===== src/rtl/inc16_arbiter.sv =====
// rtl/inc16_arbiter.sv - four-requester arbiter sharing one ripple incrementer
//
// Purpose:
//   Arbitrates among four requesters. The winner's operand is incremented by
//   one through a single shared W-bit ripple incrementer, and the result is
//   returned with the owner's index. Handling is strictly one operation at a
//   time, using the states IDLE -> EXEC -> RESP.
//
// Configuration:
//   INC_ARB_ROUND_ROBIN_EN  defined   : round-robin arbitration. The search
//                                       starts at pointer P. On response
//                                       completion, P becomes rsp_id + 1.
//                           undefined : fixed priority, requester 0 highest.
//                                       No pointer state exists.
//
// Ports:
//   clk        in   clock; all state updates happen on the rising edge
//   rst_n      in   asynchronous active-low reset
//   req_valid  in   [3:0]     per-requester operand valid
//   req_data   in   [4*W-1:0] packed operands; requester i at [i*W +: W]
//   req_ready  out  [3:0]     one-hot grant; asserted only in IDLE
//   rsp_valid  out            result valid
//   rsp_data   out  [W-1:0]   operand + 1, modulo 2^W
//   rsp_id     out  [1:0]     index of the requester that owns rsp_data
//   rsp_carry  out            operand was all-ones
//   rsp_ready  in             consumer accepts the result
//   busy       out            FSM is not in IDLE

module inc16_arbiter #(
  parameter int W = 16
) (
  input  logic           clk,
  input  logic           rst_n,
  input  logic [3:0]     req_valid,
  input  logic [4*W-1:0] req_data,
  output logic [3:0]     req_ready,
  output logic           rsp_valid,
  output logic [W-1:0]   rsp_data,
  output logic [1:0]     rsp_id,
  output logic           rsp_carry,
  input  logic           rsp_ready,
  output logic           busy
);

  typedef enum logic [1:0] {
    IDLE = 2'd0,
    EXEC = 2'd1,
    RESP = 2'd2
  } state_t;

  state_t state, state_next;

  logic         grant_any;
  logic [1:0]   grant_idx;
  logic [3:0]   grant_oh;
  logic [W-1:0] grant_op;
  logic         accept;

  logic [W-1:0] op_q;
  logic [1:0]   id_q;

  logic [W:0]   chain;
  logic [W-1:0] inc_sum;

  // ---------------------------------------------------------------------
  // Arbitration
  // ---------------------------------------------------------------------
`ifdef INC_ARB_ROUND_ROBIN_EN
  logic [1:0] ptr;

  // The walk runs from the farthest candidate back to the pointer, so the
  // candidate closest to ptr is written last and therefore wins.
  always_comb begin
    logic [1:0] cand;
    grant_any = 1'b0;
    grant_idx = 2'd0;
    cand      = 2'd0;
    for (int k = 3; k >= 0; k--) begin
      cand = ptr + 2'(k);
      if (req_valid[cand]) begin
        grant_any = 1'b1;
        grant_idx = cand;
      end
    end
  end

  always_ff @(posedge clk or negedge rst_n) begin
    if (!rst_n) begin
      ptr <= 2'd0;
    end else if (state == RESP && rsp_valid && rsp_ready) begin
      ptr <= rsp_id + 2'd1;
    end
  end
`else
  always_comb begin
    grant_any = |req_valid;
    grant_idx = 2'd0;
    if (req_valid[0])      grant_idx = 2'd0;
    else if (req_valid[1]) grant_idx = 2'd1;
    else if (req_valid[2]) grant_idx = 2'd2;
    else if (req_valid[3]) grant_idx = 2'd3;
  end
`endif

  assign grant_oh = grant_any ? (4'b0001 << grant_idx) : 4'b0000;

  // Gating on rst_n keeps req_ready low throughout reset. It also means the
  // first accept can only land on an edge where rst_n is already high.
  assign accept = (state == IDLE) && rst_n && grant_any;

  always_comb begin
    grant_op = req_data[0 +: W];
    case (grant_idx)
      2'd0: grant_op = req_data[0*W +: W];
      2'd1: grant_op = req_data[1*W +: W];
      2'd2: grant_op = req_data[2*W +: W];
      2'd3: grant_op = req_data[3*W +: W];
      default: grant_op = req_data[0 +: W];
    endcase
  end

  // ---------------------------------------------------------------------
  // Shared ripple incrementer: each bit's carry-in is the AND of all lower
  // operand bits.
  // ---------------------------------------------------------------------
  assign chain[0] = 1'b1;
  genvar gi;
  generate
    for (gi = 0; gi < W; gi++) begin : g_ripple
      assign chain[gi+1] = op_q[gi] & chain[gi];
    end
  endgenerate
  assign inc_sum = op_q ^ chain[W-1:0];

  // ---------------------------------------------------------------------
  // FSM
  // ---------------------------------------------------------------------
  always_ff @(posedge clk or negedge rst_n) begin
    if (!rst_n) state <= IDLE;
    else        state <= state_next;
  end

  always_comb begin
    state_next = state;
    req_ready  = 4'b0000;
    busy       = 1'b0;
    case (state)
      IDLE: begin
        req_ready = rst_n ? grant_oh : 4'b0000;
        if (accept) state_next = EXEC;
      end
      EXEC: begin
        busy       = 1'b1;
        state_next = RESP;
      end
      RESP: begin
        busy = 1'b1;
        // req_ready stays low here, so completion and a new accept never
        // share a cycle.
        if (rsp_valid && rsp_ready) state_next = IDLE;
      end
      default: state_next = IDLE;
    endcase
  end

  // ---------------------------------------------------------------------
  // Datapath registers
  // ---------------------------------------------------------------------
  always_ff @(posedge clk or negedge rst_n) begin
    if (!rst_n) begin
      op_q      <= '0;
      id_q      <= 2'd0;
      rsp_valid <= 1'b0;
      rsp_data  <= '0;
      rsp_id    <= 2'd0;
      rsp_carry <= 1'b0;
    end else begin
      if (accept) begin
        op_q <= grant_op;
        id_q <= grant_idx;
      end
      if (state == EXEC) begin
        rsp_data  <= inc_sum;
        rsp_carry <= chain[W];
        rsp_id    <= id_q;
        rsp_valid <= 1'b1;
      end else if (state == RESP && rsp_ready) begin
        // rsp_data, rsp_id and rsp_carry keep their last values.
        rsp_valid <= 1'b0;
      end
    end
  end

endmodule


===== config.mk =====
export PLATFORM = sky130hd
export DESIGN_NAME = inc16_arbiter
export DESIGN_NICKNAME = d
export VERILOG_FILES = /design/src/rtl/inc16_arbiter.sv
export SDC_FILE = /design/constraint.sdc
export NUM_CORES = 1
export LEC_CHECK = 0
export CORE_AREA = 2 2 82 84
export CTS_CLUSTER_DIAMETER = 120
export DETAILED_ROUTE_END_ITERATION = 10
export DIE_AREA = 0 0 84 86
export PLACE_DENSITY = 0.83
export SYNTH_ARGS = -nofsm -noshare
export SYNTH_HDL_FRONTEND = slang
export SYNTH_SLANG_ARGS = --single-unit

===== constraint.sdc =====
create_clock -name clk -period 3.69 [get_ports clk]
set_clock_uncertainty 0.2 [all_clocks]
set_input_delay 0.5535 -clock clk [delete_from_list [all_inputs] [get_ports clk]]
set_output_delay 0.5535 -clock clk [all_outputs]
set_load 0.02 [all_outputs]

Word-level counts from Yosys, hierarchy flattened

Cells that the tools add are included.

Bits of input ports: 71
Logic and storage cells: 55
Bits in registers: 40
Output and inout bits: 25

Reduce and logical (&&, ||, !) cells: 10
Equal/unequal tests: 7
Mux-type cells: 14
Shift-type cells: 1
Bitwise gates (word level): 16

Operators with widths:

| cell                                             | count |
|---|---|
| case mux 16 bit (4 select lines)                 | 1 |
| bitwise XOR 16 bit                               | 1 |
| bitwise AND 1 bit                                | 15 |
| two-way mux 2 bit                                | 6 |
| two-way mux 4 bit                                | 3 |
| == test 2 bit (second input constant)            | 3 |
| case mux 2 bit (3 select lines)                  | 1 |
| == test 2 x 1 -> 1 bit (second input constant)   | 2 |
| logical AND 1 bit                                | 4 |
| logical NOT 2 bit                                | 2 |
| != test 2 bit (second input constant)            | 2 |
| OR reduction 4 bit                               | 1 |
| << shifter 1 x 2 -> 4 bit (first input constant) | 1 |
| two-way mux 1 bit                                | 3 |
| AND reduction 2 bit                              | 1 |
| nonzero test 2 bit                               | 1 |
| OR reduction 2 bit                               | 1 |

Depth between registers and ports, before layout

Word-level depth: 15
Depth in mapped cells: 16
Gate-level depth less buffers: 16

Least setup slack after synthesis

No wires, ideal clock.

Path type: register to register
Start point: register op_q[0]
End point: register rsp_data[15]
Library setup time: 0.125 ns
Required time: 3.365 ns
Clock period less this slack: 3.617 ns
Arrival time: 3.292 ns
Buffers on the path: 0
Setup slack: 0.073 ns
Stages on the path, launching flop included: 17
Cell sequence: dfrtp_1 > ha_1 > ha_1 > ha_1 > ha_1 > ha_1 > ha_1 > ha_1 > ha_1 > ha_1 > ha_1 > ha_1 > ha_1 > ha_1 > ha_1 > ha_1 > mux2_2

Word-level cells in the longest chain between the ends: 15

RTL lines:

| item                             | RTL line | RTL |
|---|---|---|
| start: declaration               | 59       | `logic [W-1:0] op_q;` |
| start signal: assignment         | 179      | `op_q <= grant_op;` |
| bitwise AND 1 bit (14 in series) | 130      | `assign chain[gi+1] = op_q[gi] & chain[gi];` |
| bitwise XOR 16 bit               | 133      | `assign inc_sum = op_q ^ chain[W-1:0];` |
| net inc_sum[15]                  | 63       | `logic [W-1:0] inc_sum;` |
| end signal: assignment           | 183      | `rsp_data <= inc_sum;` |
| end: declaration                 | 38       | `output logic [W-1:0] rsp_data,` |

The timed path passes the listed nets, and every way through them passes these cells.
A chain may end at the register's enable or synchronous reset.

Worst setup path in the final report

Start point: register op_q[1]
End point: register rsp_data[15]

Same word-level chain as after synthesis.

==> metrics <==
Fmax=0.281 GHz; commonest non-fill, non-tap cell in the layout=clkdlybuf4s50_1; DP Wirelength=4.85 mm; Tot GR Track Use=0.169; Slew Viols, Final=0; vias in the first global route=1953; area grow syn2layout=46.3%; CTS clk-pin slew, worst paths=80 ps; YS warnings=0; final cell count without fillers=394; Routed Antenna Nets=0; CTS tree=built; nets@finish=405; Port Buffers=95; post-synthesis instance total=226; CTS H-tree lvls=2; Worst Path Arrival=3550 ps; asr flop ratio synth=1.00; Yosys top cell by area=dfrtp_1; final-report setup violation count=0; TritonCTS Buffers=5; Antenna diodes=0; Worst-Margin Slew=970 ps; Vias=2004; Syn Nets=315; crit-path max FO=2; Cell variety after synth=34; Hold Fails Final Rpt=0; Die Y-Extent=86 microns; I/O pins=96; clk_lat worst skew=300 ps; largest net degree at the start of global routing=41; 1st-pass router iterations=4; cts-stage hold buffer count=0; first-pass GRT wire length=9.60 mm; WP data required=3670 ps; top cells by area, synth=dfrtp_1 42%, ha_1 9.4%, mux2_2 8.4%; Root Buffer=clkbuf_8; VDD IR max=0.282 mV; Synth Flop Type=dfrtp_1; worst hold path type=input pin to asynchronous set/reset pin; most frequent cells in the layout=94 x clkdlybuf4s50_1, 40 x dfrtp_1, 18 x mux2_2, 15 x a21oi_1, 14 x inv_1; clock sinks=40; crit end category=flip-flop; sequential area share after synthesis=0.416; Pwr Density=633 mW/mm^2; outcome=finished, final reports clean; maximum capacitance violations=0; post-synth top area share=0.416; Clock Tree Buf Depth=2; Placement Cell Area=0.00337 sq mm; cell area after synthesis=0.00241 sq mm; Rel. slew slack=0.353; Avg Synthesized Cell Area=10.7 sq um; die width=84 microns; minimum clock period=3560 ps; Leak Pwr=1.48 nW; per-cell routed wire length=15.3 microns; pre-CTS WS=-99.1 ps; fillcell total=555; clock share of power=0.163; Row Count=29; Reg power frac=0.354; layout cells sized above 1=0.208; total gr overflow=0; switching share of total power=0.355; Placer Congestion=0.833; Comb pwr share=0.483; Post-route DRC=0; Finished Cell Area=0.00352 sq mm; initial antenna violation count=0; CP Launch Type=flip-flop; number of synthesized flops with an enable pin=0; Initial Util=0.384; switching pwr=0.792 mW; Internal=1.44 mW; DIE AREA=0.00722 sq mm; Post-Route WL=6.05 mm; initial drt markers=122; Hold WS=208 ps; placed cell count=386; core area=0.00628 sq mm; vias per cell=5.09; #FFs+latches synth=40; Final WS setup=127 ps; fin crit share=0.966; Worst Path Class, Setup=flip-flop to flip-flop
## power groups by stage
stage / registers [mW] / clock network [mW] / logic (mW)
4_1_cts: 0.788 / 0.373 / 1.08
5_1_grt: 0.817 / 0.390 / 1.17
3_5_place_dp: 0.796 / 0 / 1.07
2_1_floorplan: 0.875 / 0 / 0.556
3_3_place_gp: 0.787 / 0 / 1.04
6_report: 0.790 / 0.363 / 1.08
## per-stage QoR
step                total power [mW]  TNS (ps)  utilization
floorplan                       1.43         0            -
global placement                1.83         0        0.537
detailed placement              1.87      -104        0.537
CTS                             2.24         0        0.558
global route                    2.38     -6.98        0.561
finish                          2.23         0        0.561
## final timing paths
kind | slack (ps) | endpoint | depth (start not counted) | startpoint
max | 130 | rsp_data[15] | 16 | op_q[1]
min | 210 | rsp_data[5] | 2 | rst_n
max reg2reg | 130 | rsp_data[15] | 16 | op_q[1]
min reg2reg | 300 | id_q[1] | 1 | id_q[1]
max in group asynchronous | 2730 | op_q[2] | 2 | rst_n
min in group clk | 300 | id_q[1] | 1 | id_q[1]
## Yosys cell counts (all sizes together) (7+ instances only)
library cell and instances:
o21ai 13, a22o 11, inv 15, o22ai 11, dfrtp 40, nor3 7
nor2 12, a21oi 24, ha 18, nand2 7, mux2 19, buf 15
## critical path, stage by stage (launching register included)
cell and delay, ps:
dfrtp_1 390, ha_2 190, ha_1 180, ha_2 170
ha_2 160, ha_1 180, ha_2 170, ha_2 170
ha_1 180, ha_2 160, ha_2 160, ha_1 170
ha_2 170, ha_2 170, ha_2 180, ha_4 200
mux2_2 250
## registers in the layout, indices dropped and copies added, names as in the netlist
name / count
rsp_carry: 1
op_q: 16
rsp_valid: 1
rsp_id: 2
id_q: 2
rsp_data: 16
state: 2
## final cells by class
class,instances,area (sq um),area share
inverters,15,56.3,0.0160
multi-input cells,154,1270,0.361
clock inverters,3,46.3,0.0131
clock buffers,5,68.8,0.0195
repair buffers,100,983,0.279
flip-flops and latches,40,1000,0.284
well taps,77,96.3,0.0273
## per-layer routing
layer	global-route usage	part of all wire	wire length (microns)
met4	0.0513	0.014	87
met2	0.284	0.50	2990
met3	0.0346	0.052	312
met1	0.220	0.44	2650
met5	0	0	0
## timing repair
action	in CTS	in global routing
setup buffers	0	0
pin swaps	1	0
resized for setup	5	6
endpoints found under the setup margin	1	2
## cell families after synthesis
group	count (synthesis)	share of synthesized area
AOI/OAI and AO/OA	73	0.230
muxes	20	0.0930
buffers and inverters	32	0.0717
DFF	40	0.416
adders and majority gates	18	0.0935
and+or+nand+nor	43	0.0966
Note: power is estimated with default switching activity, not from simulation.
